$ cat src/rtl/fb_arbiter.sv
// Frame-buffer port arbiter: display read > screen clear > buffered pixel writes,
// sharing one synchronous single-port RAM.
module fb_arbiter #(
    parameter int FB_DEPTH   = 307200,
    parameter int FIFO_DEPTH = 4
) (
    input  logic        clk,
    input  logic        rstn,
    input  logic        disp_en,
    input  logic [18:0] disp_addr,
    output logic [11:0] disp_data,
    input  logic        wr_valid,
    output logic        wr_ready,
    input  logic [18:0] wr_addr,
    input  logic [11:0] wr_data,
    input  logic        clr_start,
    input  logic [11:0] clr_color,
    output logic        clr_busy,
    output logic        mem_en,
    output logic        mem_we,
    output logic [18:0] mem_addr,
    output logic [11:0] mem_wdata,
    input  logic [11:0] mem_rdata
);

    localparam int          PW        = (FIFO_DEPTH > 1) ? $clog2(FIFO_DEPTH) : 1;
    localparam logic [18:0] LAST_ADDR = 19'(FB_DEPTH - 1);

    typedef enum logic [1:0] {IDLE, DRAIN, CLEAR} state_t;

    state_t        state, state_nxt;
    logic [18:0]   fifo_addr [FIFO_DEPTH];
    logic [11:0]   fifo_data [FIFO_DEPTH];
    logic [PW-1:0] rd_ptr, wr_ptr;
    logic [PW:0]   count;
    logic [18:0]   clr_cnt, clr_cnt_nxt;
    logic [11:0]   color;
    logic          push, pop, clr_wr, fifo_empty, fifo_full;

    assign fifo_empty = (count == '0);
    assign fifo_full  = (count == (PW+1)'(FIFO_DEPTH));
    assign wr_ready   = rstn && (state == IDLE) && !fifo_full;
    assign push       = wr_valid && wr_ready;
    assign clr_busy   = (state == DRAIN) || (state == CLEAR);
    assign disp_data  = mem_rdata;

    always_comb begin
        state_nxt   = state;
        clr_cnt_nxt = clr_cnt;
        pop         = 1'b0;
        clr_wr      = 1'b0;
        mem_en      = 1'b0;
        mem_we      = 1'b0;
        mem_addr    = disp_addr;
        mem_wdata   = fifo_data[rd_ptr];

        // the display path is combinational, so it must be gated while in reset
        if (rstn && disp_en) begin
            mem_en = 1'b1;
        end else if (rstn && state == CLEAR) begin
            mem_en    = 1'b1;
            mem_we    = 1'b1;
            mem_addr  = clr_cnt;
            mem_wdata = color;
            clr_wr    = 1'b1;
        end else if (rstn && !fifo_empty) begin
            pop      = 1'b1;
            mem_en   = 1'b1;
            mem_we   = 1'b1;
            mem_addr = fifo_addr[rd_ptr];
        end

        case (state)
            IDLE: begin
                if (clr_start) begin
                    state_nxt   = DRAIN;
                    clr_cnt_nxt = '0;
                end
            end
            DRAIN: begin
                if (fifo_empty || (count == (PW+1)'(1) && pop))
                    state_nxt = CLEAR;
            end
            CLEAR: begin
                if (clr_wr) begin
                    if (clr_cnt == LAST_ADDR) begin
                        state_nxt   = IDLE;
                        clr_cnt_nxt = '0;
                    end else begin
                        clr_cnt_nxt = clr_cnt + 19'd1;
                    end
                end
            end
            default: state_nxt = IDLE;
        endcase
    end

    always_ff @(posedge clk or negedge rstn) begin
        if (!rstn) begin
            state   <= IDLE;
            clr_cnt <= '0;
            color   <= 12'h000;
            rd_ptr  <= '0;
            wr_ptr  <= '0;
            count   <= '0;
        end else begin
            state   <= state_nxt;
            clr_cnt <= clr_cnt_nxt;
            if (state == IDLE && clr_start)
                color <= clr_color;
            if (push)
                wr_ptr <= wr_ptr + 1'b1;
            if (pop)
                rd_ptr <= rd_ptr + 1'b1;
            case ({push, pop})
                2'b10:   count <= count + 1'b1;
                2'b01:   count <= count - 1'b1;
                default: count <= count;
            endcase
        end
    end

    // storage carries no reset; pointers and count define validity
    always_ff @(posedge clk) begin
        if (push) begin
            fifo_addr[wr_ptr] <= wr_addr;
            fifo_data[wr_ptr] <= wr_data;
        end
    end

endmodule

$ cat config.mk
export PLATFORM = sky130hd
export DESIGN_NAME = fb_arbiter
export DESIGN_NICKNAME = d
export VERILOG_FILES = /design/src/rtl/fb_arbiter.sv
export SDC_FILE = /design/constraint.sdc
export NUM_CORES = 1
export LEC_CHECK = 0
export CORE_MARGIN = 2
export CORE_UTILIZATION = 48
export DETAILED_ROUTE_END_ITERATION = 12
export PLACE_DENSITY = 0.76
export SLEW_MARGIN = 30
export SYNTH_ARGS = -nofsm -noshare
export SYNTH_HDL_FRONTEND = slang
export SYNTH_SLANG_ARGS = --single-unit
$ cat constraint.sdc
create_clock -name clk -period 2.25 [get_ports clk]
set_clock_uncertainty 0.05 [all_clocks]
set_input_delay 0.45 -clock clk [delete_from_list [all_inputs] [get_ports clk]]
set_output_delay 0.45 -clock clk [all_outputs]
set_load 0.005 [all_outputs]
== After elaboration in Yosys (flattened, before gate mapping) ==
Memory sizes are Yosys's and may differ from the RTL's.
Cells that the tools add are included.
W data, S select, Z words.
Cells by class
  multiplexer cells: 25
  eq/ne operators: 11
  reduce and logical (&&, ||, !) cells: 18
  $add $sub $neg: 5
Operators by type and width (count)
  $mux W19: 6
  $pmux W19 S2: 1
  $mux W12: 2
  $add A19 B1 Y19 const B: 1
  $eq A19 B19 Y1 const B: 1
  $mux W1: 10
  $logic_and A1 B1 Y1: 8
  $mux W2: 4
  $pmux W2 S3: 1
  $pmux W3 S2: 1
  $add A2 B1 Y2 const B: 2
  $eq A2 B1 Y1 const B: 2
  $eq A2 B2 Y1 const B: 2
  $ne A2 B1 Y1 const B: 2
  $ne A2 B2 Y1 const B: 2
  $reduce_and A4 Y1: 1
  $reduce_bool A2 Y1: 2
  $add A3 B1 Y3 const B: 1
  $eq A3 B1 Y1 const B: 1
  $eq A3 B3 Y1 const B: 1
  $logic_not A3 Y1: 1
  $reduce_and A3 Y1: 1
  $sub A3 B1 Y3 const B: 1
  $logic_not A1 Y1: 2
  2 further kinds: 3
Storage, ports and cells
  memories kept: 2
  logic and storage cells: 67
  output and inout port bits: 47
  bits in registers: 40
  input bits: 79
  memory bits (writable): 124
Memories
  fifo_addr: words 4, bits a word 19, rd ports 1, clocked after Yosys merged registers in 0, write ports 1, RTL line 32  | logic [18:0] fifo_addr [FIFO_DEPTH];
  fifo_data: words 4, bits a word 12, rd ports 1, clocked after Yosys merged registers in 0, write ports 1, RTL line 33  | logic [11:0] fifo_data [FIFO_DEPTH];

== Logic depth before layout (Yosys ltp) ==
Gate-level depths: netlist (run 1).
  depth after elaboration: 10
  mapped depth: 10
  depth with buffers taken out: 10

== Worst setup path before layout (run 1) ==
Ideal clock, no wire load.
  path kind: reg-to-reg
  start point: register state[0]
  end point: memory fifo_addr[0][0] (enable)
  period minus slack after synthesis: 2.277 ns
  arrival time: 1.836 ns
  path buffers: 0
  stages on the path, launching flop included: 6
  slack: -0.027 ns
  data required time: 1.809 ns
  cells stage by stage: dfrtp_1 -> inv_1 -> ha_1 -> nand2_1 -> a21oi_1 -> and3_1
Between the ends
  longest elaborated chain between the ends: 6
RTL lines
  start: declaration: RTL line 31  | state_t state, state_nxt;
  start signal: assignment: RTL line 107  | state <= state_nxt;
  $logic_not A2 Y1: RTL line 42  | assign wr_ready = rstn && (state == IDLE) && !fifo_full;
  $logic_and A1 B1 Y1 (2 in a row): RTL line 42
  named net wr_ready: RTL line 13  | output logic wr_ready,
  $logic_and A1 B1 Y1: RTL line 43  | assign push = wr_valid && wr_ready;
  $mux W1: RTL line 125  | if (push) begin
  $mux W1 (not written as such): RTL line 126  | fifo_addr[wr_ptr] <= wr_addr;
  end: declaration: RTL line 32
The timed path passes the listed nets, and every way through them passes these cells.

== Final worst setup path (run 1) ==
  start point: register count[0]
  end point: output mem_addr[10]
Between the ends
  longest elaborated chain between the ends: 6
RTL lines
  start: declaration: RTL line 35  | logic [PW:0] count;
  start signal: assignment: RTL line 116  | 2'b10: count <= count + 1'b1;
  start signal: assignment: RTL line 117  | 2'b01: count <= count - 1'b1;
  start signal: assignment: RTL line 118  | default: count <= count;
  $logic_not A3 Y1: RTL line 40  | assign fifo_empty = (count == '0);
  $logic_not A1 Y1: RTL line 66  | end else if (rstn && !fifo_empty) begin
  $logic_and A1 B1 Y1: RTL line 66
  $mux W19: RTL line 66
  $mux W19: RTL line 60  | end else if (rstn && state == CLEAR) begin
  $mux W19: RTL line 58  | if (rstn && disp_en) begin
  end: declaration: RTL line 21  | output logic [18:0] mem_addr,
No other way between the ends.

==> impl_metrics.tcl, run 1 <==
set metrics [dict create \
    dpl_cell_area_sq_mm 0.008880 \
    globalRouteOverflowTotal 0 \
    htree_levels 4 \
    hold_violations 0 \
    antenna_found_initial 0 \
    status "complete, but fails checks" \
    drv_cap 0 \
    worstMarginPinSlew_ps 591.9 \
    syn_area_sq_mm 0.007327 \
    r2r_cells 10 \
    num_rows 45 \
    crit_chain "inv_2 -> ha_4 -> nor2b_4 -> nor3b_4 -> buf_6 -> buf_12 -> a22oi_2 -> o21ai_1 -> buf_2" \
    regToRegSetupSlack_ps 30 \
    ir_drop_mv 0.7619 \
    ys_ff_latch 164 \
    cp-start-kind "flop" \
    power.leakage_nw 3.724 \
    slowest_delay_ps 370 \
    layout_worst_path_cycle_share_pct 113.5 \
    final_nets 724 \
    groute.usage.overall_pct 22.64 \
    clock_latency_ps 430 \
    hp-class "in -> async" \
    p_per_area_mw_per_mm2 1177 \
    fin_ws_ps -304.7 \
    synth-main-ff-cell "edfxtp_1" \
    r2r_start "count[0]" \
    synth_top_area_cell "edfxtp_1" \
    clkTransAtPathRegs_ps 70 \
    violations "setup timing" \
    required_ps 1750 \
    grt_pass1_vias 4927 \
    cp_max_fo 8 \
    layout-drive-gt1-share_pct 38.82 \
    cts_tree "built" \
    io_pins 126 \
    fin_util_pct 66.11 \
    synth_cell_types 53 \
    vias 4803 \
    seq_area_sq_mm 0.004727 \
    post_drt_wl_per_cell_um 21.09 \
    arrival_ps 2050 \
    die_area_sq_mm 0.01627 \
    synth_area_leaders "edfxtp_1 51%, dfrtp_1 14%, mux4_2 9.5%, mux2_2 4.0%, ha_1 2.4%" \
    relSlewSlack_pct 60.41 \
    setup_tns_ps -8481 \
    grt_pass1_wl_um 27370 \
    cts_made_buffers 17 \
    port_buffers 101 \
    synth-edff-count 124 \
    die_w_um 127.6 \
    yosysWarnings 0 \
    hpwl_um 11100 \
    clock_path_buffers 2 \
    path_buf_inv 4 \
    final_cell_area_sq_mm 0.009938 \
    diodes 0 \
    final_max_slew_viol_count 0 \
    drcViolationCount 0 \
    syn_inst 474 \
    ys_seq_area_share_pct 64.48 \
    fillerInstances 964 \
    clock-sinks 164 \
    multi_input_area_sq_mm 0.002546 \
    place_ws_ps -552.6 \
    drt_pass1_iterations 5 \
    cpLargestDelayFamily "buffers and inverters" \
    drt_wl_total_um 17540 \
    viasPerCell 5.773 \
    syn_avg_cell_area_sq_um 15.46 \
    rsz0062_at_grt "yes" \
    place_inst 772 \
    area_growth_pct 35.64 \
    die_y_um 127.6 \
    endpoint_kind "output pin" \
    grt_max_degree 29 \
    core_sq_mm 0.01503 \
    final_common_cell "edfxtp_1" \
    fmax_mhz 391.4 \
    final_cells 832 \
    cts-root-buf "clkbuf_16" \
    critPathKind "reg -> out" \
    gp_congestion 0.8495 \
    r2r_end "count[2]" \
    fin_crit_ps 2555 \
    layout_common_cells "124 x edfxtp_1, 65 x clkdlybuf4s50_1, 43 x nand2_1" \
    initial_core_util_pct 48.74 \
    drt_iter0_drc 427 \
    async_flop_share_pct 24.39 \
    synth_nets 567 \
    ant_nets 0 \
    yosysTopAreaCellShare_pct 50.82 \
    cp_slowest_cell "dfrtp_1" \
    setup_viol 33 \
]
## area by class of cell
cell class	instances	share of cell area, %
clock inverters	15	1.863
multi-input cells	263	25.62
repair buffers	176	17.97
well taps	188	2.367
inverters	9	0.3399
clock buffers	17	4.280
flip-flops and latches	164	47.56
## worst max path at each step
stage / to / depth (start not counted) / from / slack [ps]
3_3_place_gp: mem_addr[11] / 4 / disp_en / -440
3_5_place_dp: mem_addr[15] / 4 / disp_en / -550
6_report: mem_addr[10] / 9 / count[0] / -300
2_1_floorplan: mem_addr[10] / 7 / state[0] / 10
4_1_cts: mem_wdata[2] / 6 / rd_ptr[0] / -390
5_1_grt: mem_addr[4] / 6 / rd_ptr[0] / -410
## state kept, by name, summed over array words and instances (netlist names)
| register | cells |
|---|---|
| count | 3 |
| fifo_data | 48 |
| state | 2 |
| rd_ptr | 2 |
| fifo_addr | 76 |
| wr_ptr | 2 |
| clr_cnt | 19 |
| color | 12 |
## per-layer routing
layer  up-vias  global-route usage (%)  share of wire, %
met3        32                   5.444               6.3
li1       2167                       -                 -
met5         -                       0                 0
met1      2405                   28.91                41
met2       199                   37.84                51
met4         0                   8.533               2.2
## cells in the mapped netlist (4+ instances only)
cell,n
nand3_1,18
buf_4,13
dfrtp_1,40
a22oi_1,19
nor2_1,9
buf_2,4
and3_1,5
nand4_1,6
clkbuf_1,12
mux2_2,26
nand2_1,45
mux4_2,31
o311ai_0,8
inv_1,9
ha_1,14
o21ai_0,29
edfxtp_1,124
xnor2_1,4
## tightest hold or removal path: stages
cell and delay [ps]:
buf_2 140, buf_4 170, buf_4 350
## power breakdown
part / switching (mW) / leakage [nW] / total (mW) / internal, mW
Sequential: 0.343 / 1.63 / 4.04 / 3.70
Combinational: 2.13 / 1.80 / 4.79 / 2.66
Clock: 1.36 / 0.293 / 2.86 / 1.51
## cell families after synthesis
| family | synth area share, % |
|---|---|
| AND/OR/NAND/NOR | 7.480 |
| buffers and inverters | 3.910 |
| XOR/XNOR | 0.7172 |
| adder cells (fa/ha/maj) | 2.391 |
| multiplexers | 13.80 |
| flip-flops | 64.48 |
| AO/OA/AOI/OAI | 7.224 |
## repair_timing
| action | CTS | global route |
|---|---|---|
| setup endpoints to repair | 36 | 46 |
| endpoints found under the hold margin | 14 | 0 |
| hold buffers | 2 | 0 |
| cloned | 4 | 0 |
| pin swaps | 22 | 8 |
| setup buffers | 21 | 9 |
| resized for setup | 227 | 21 |
## metrics by stage
stage          hold WS, ps  power, mW
3_5_place_dp         358.6      8.031
3_3_place_gp         353.8      7.894
2_1_floorplan        104.4      6.239
5_1_grt              233.1      12.23
4_1_cts              202.4      11.71
6_report             220.1      11.70
(Power assumes the default switching activity.)
==> inputs of run 2 (changes only) <==
- SLEW_MARGIN: 30 -> 20
==> results of run 2 <==
No change in the layout: final DEF, timing and power equal those of run 1.
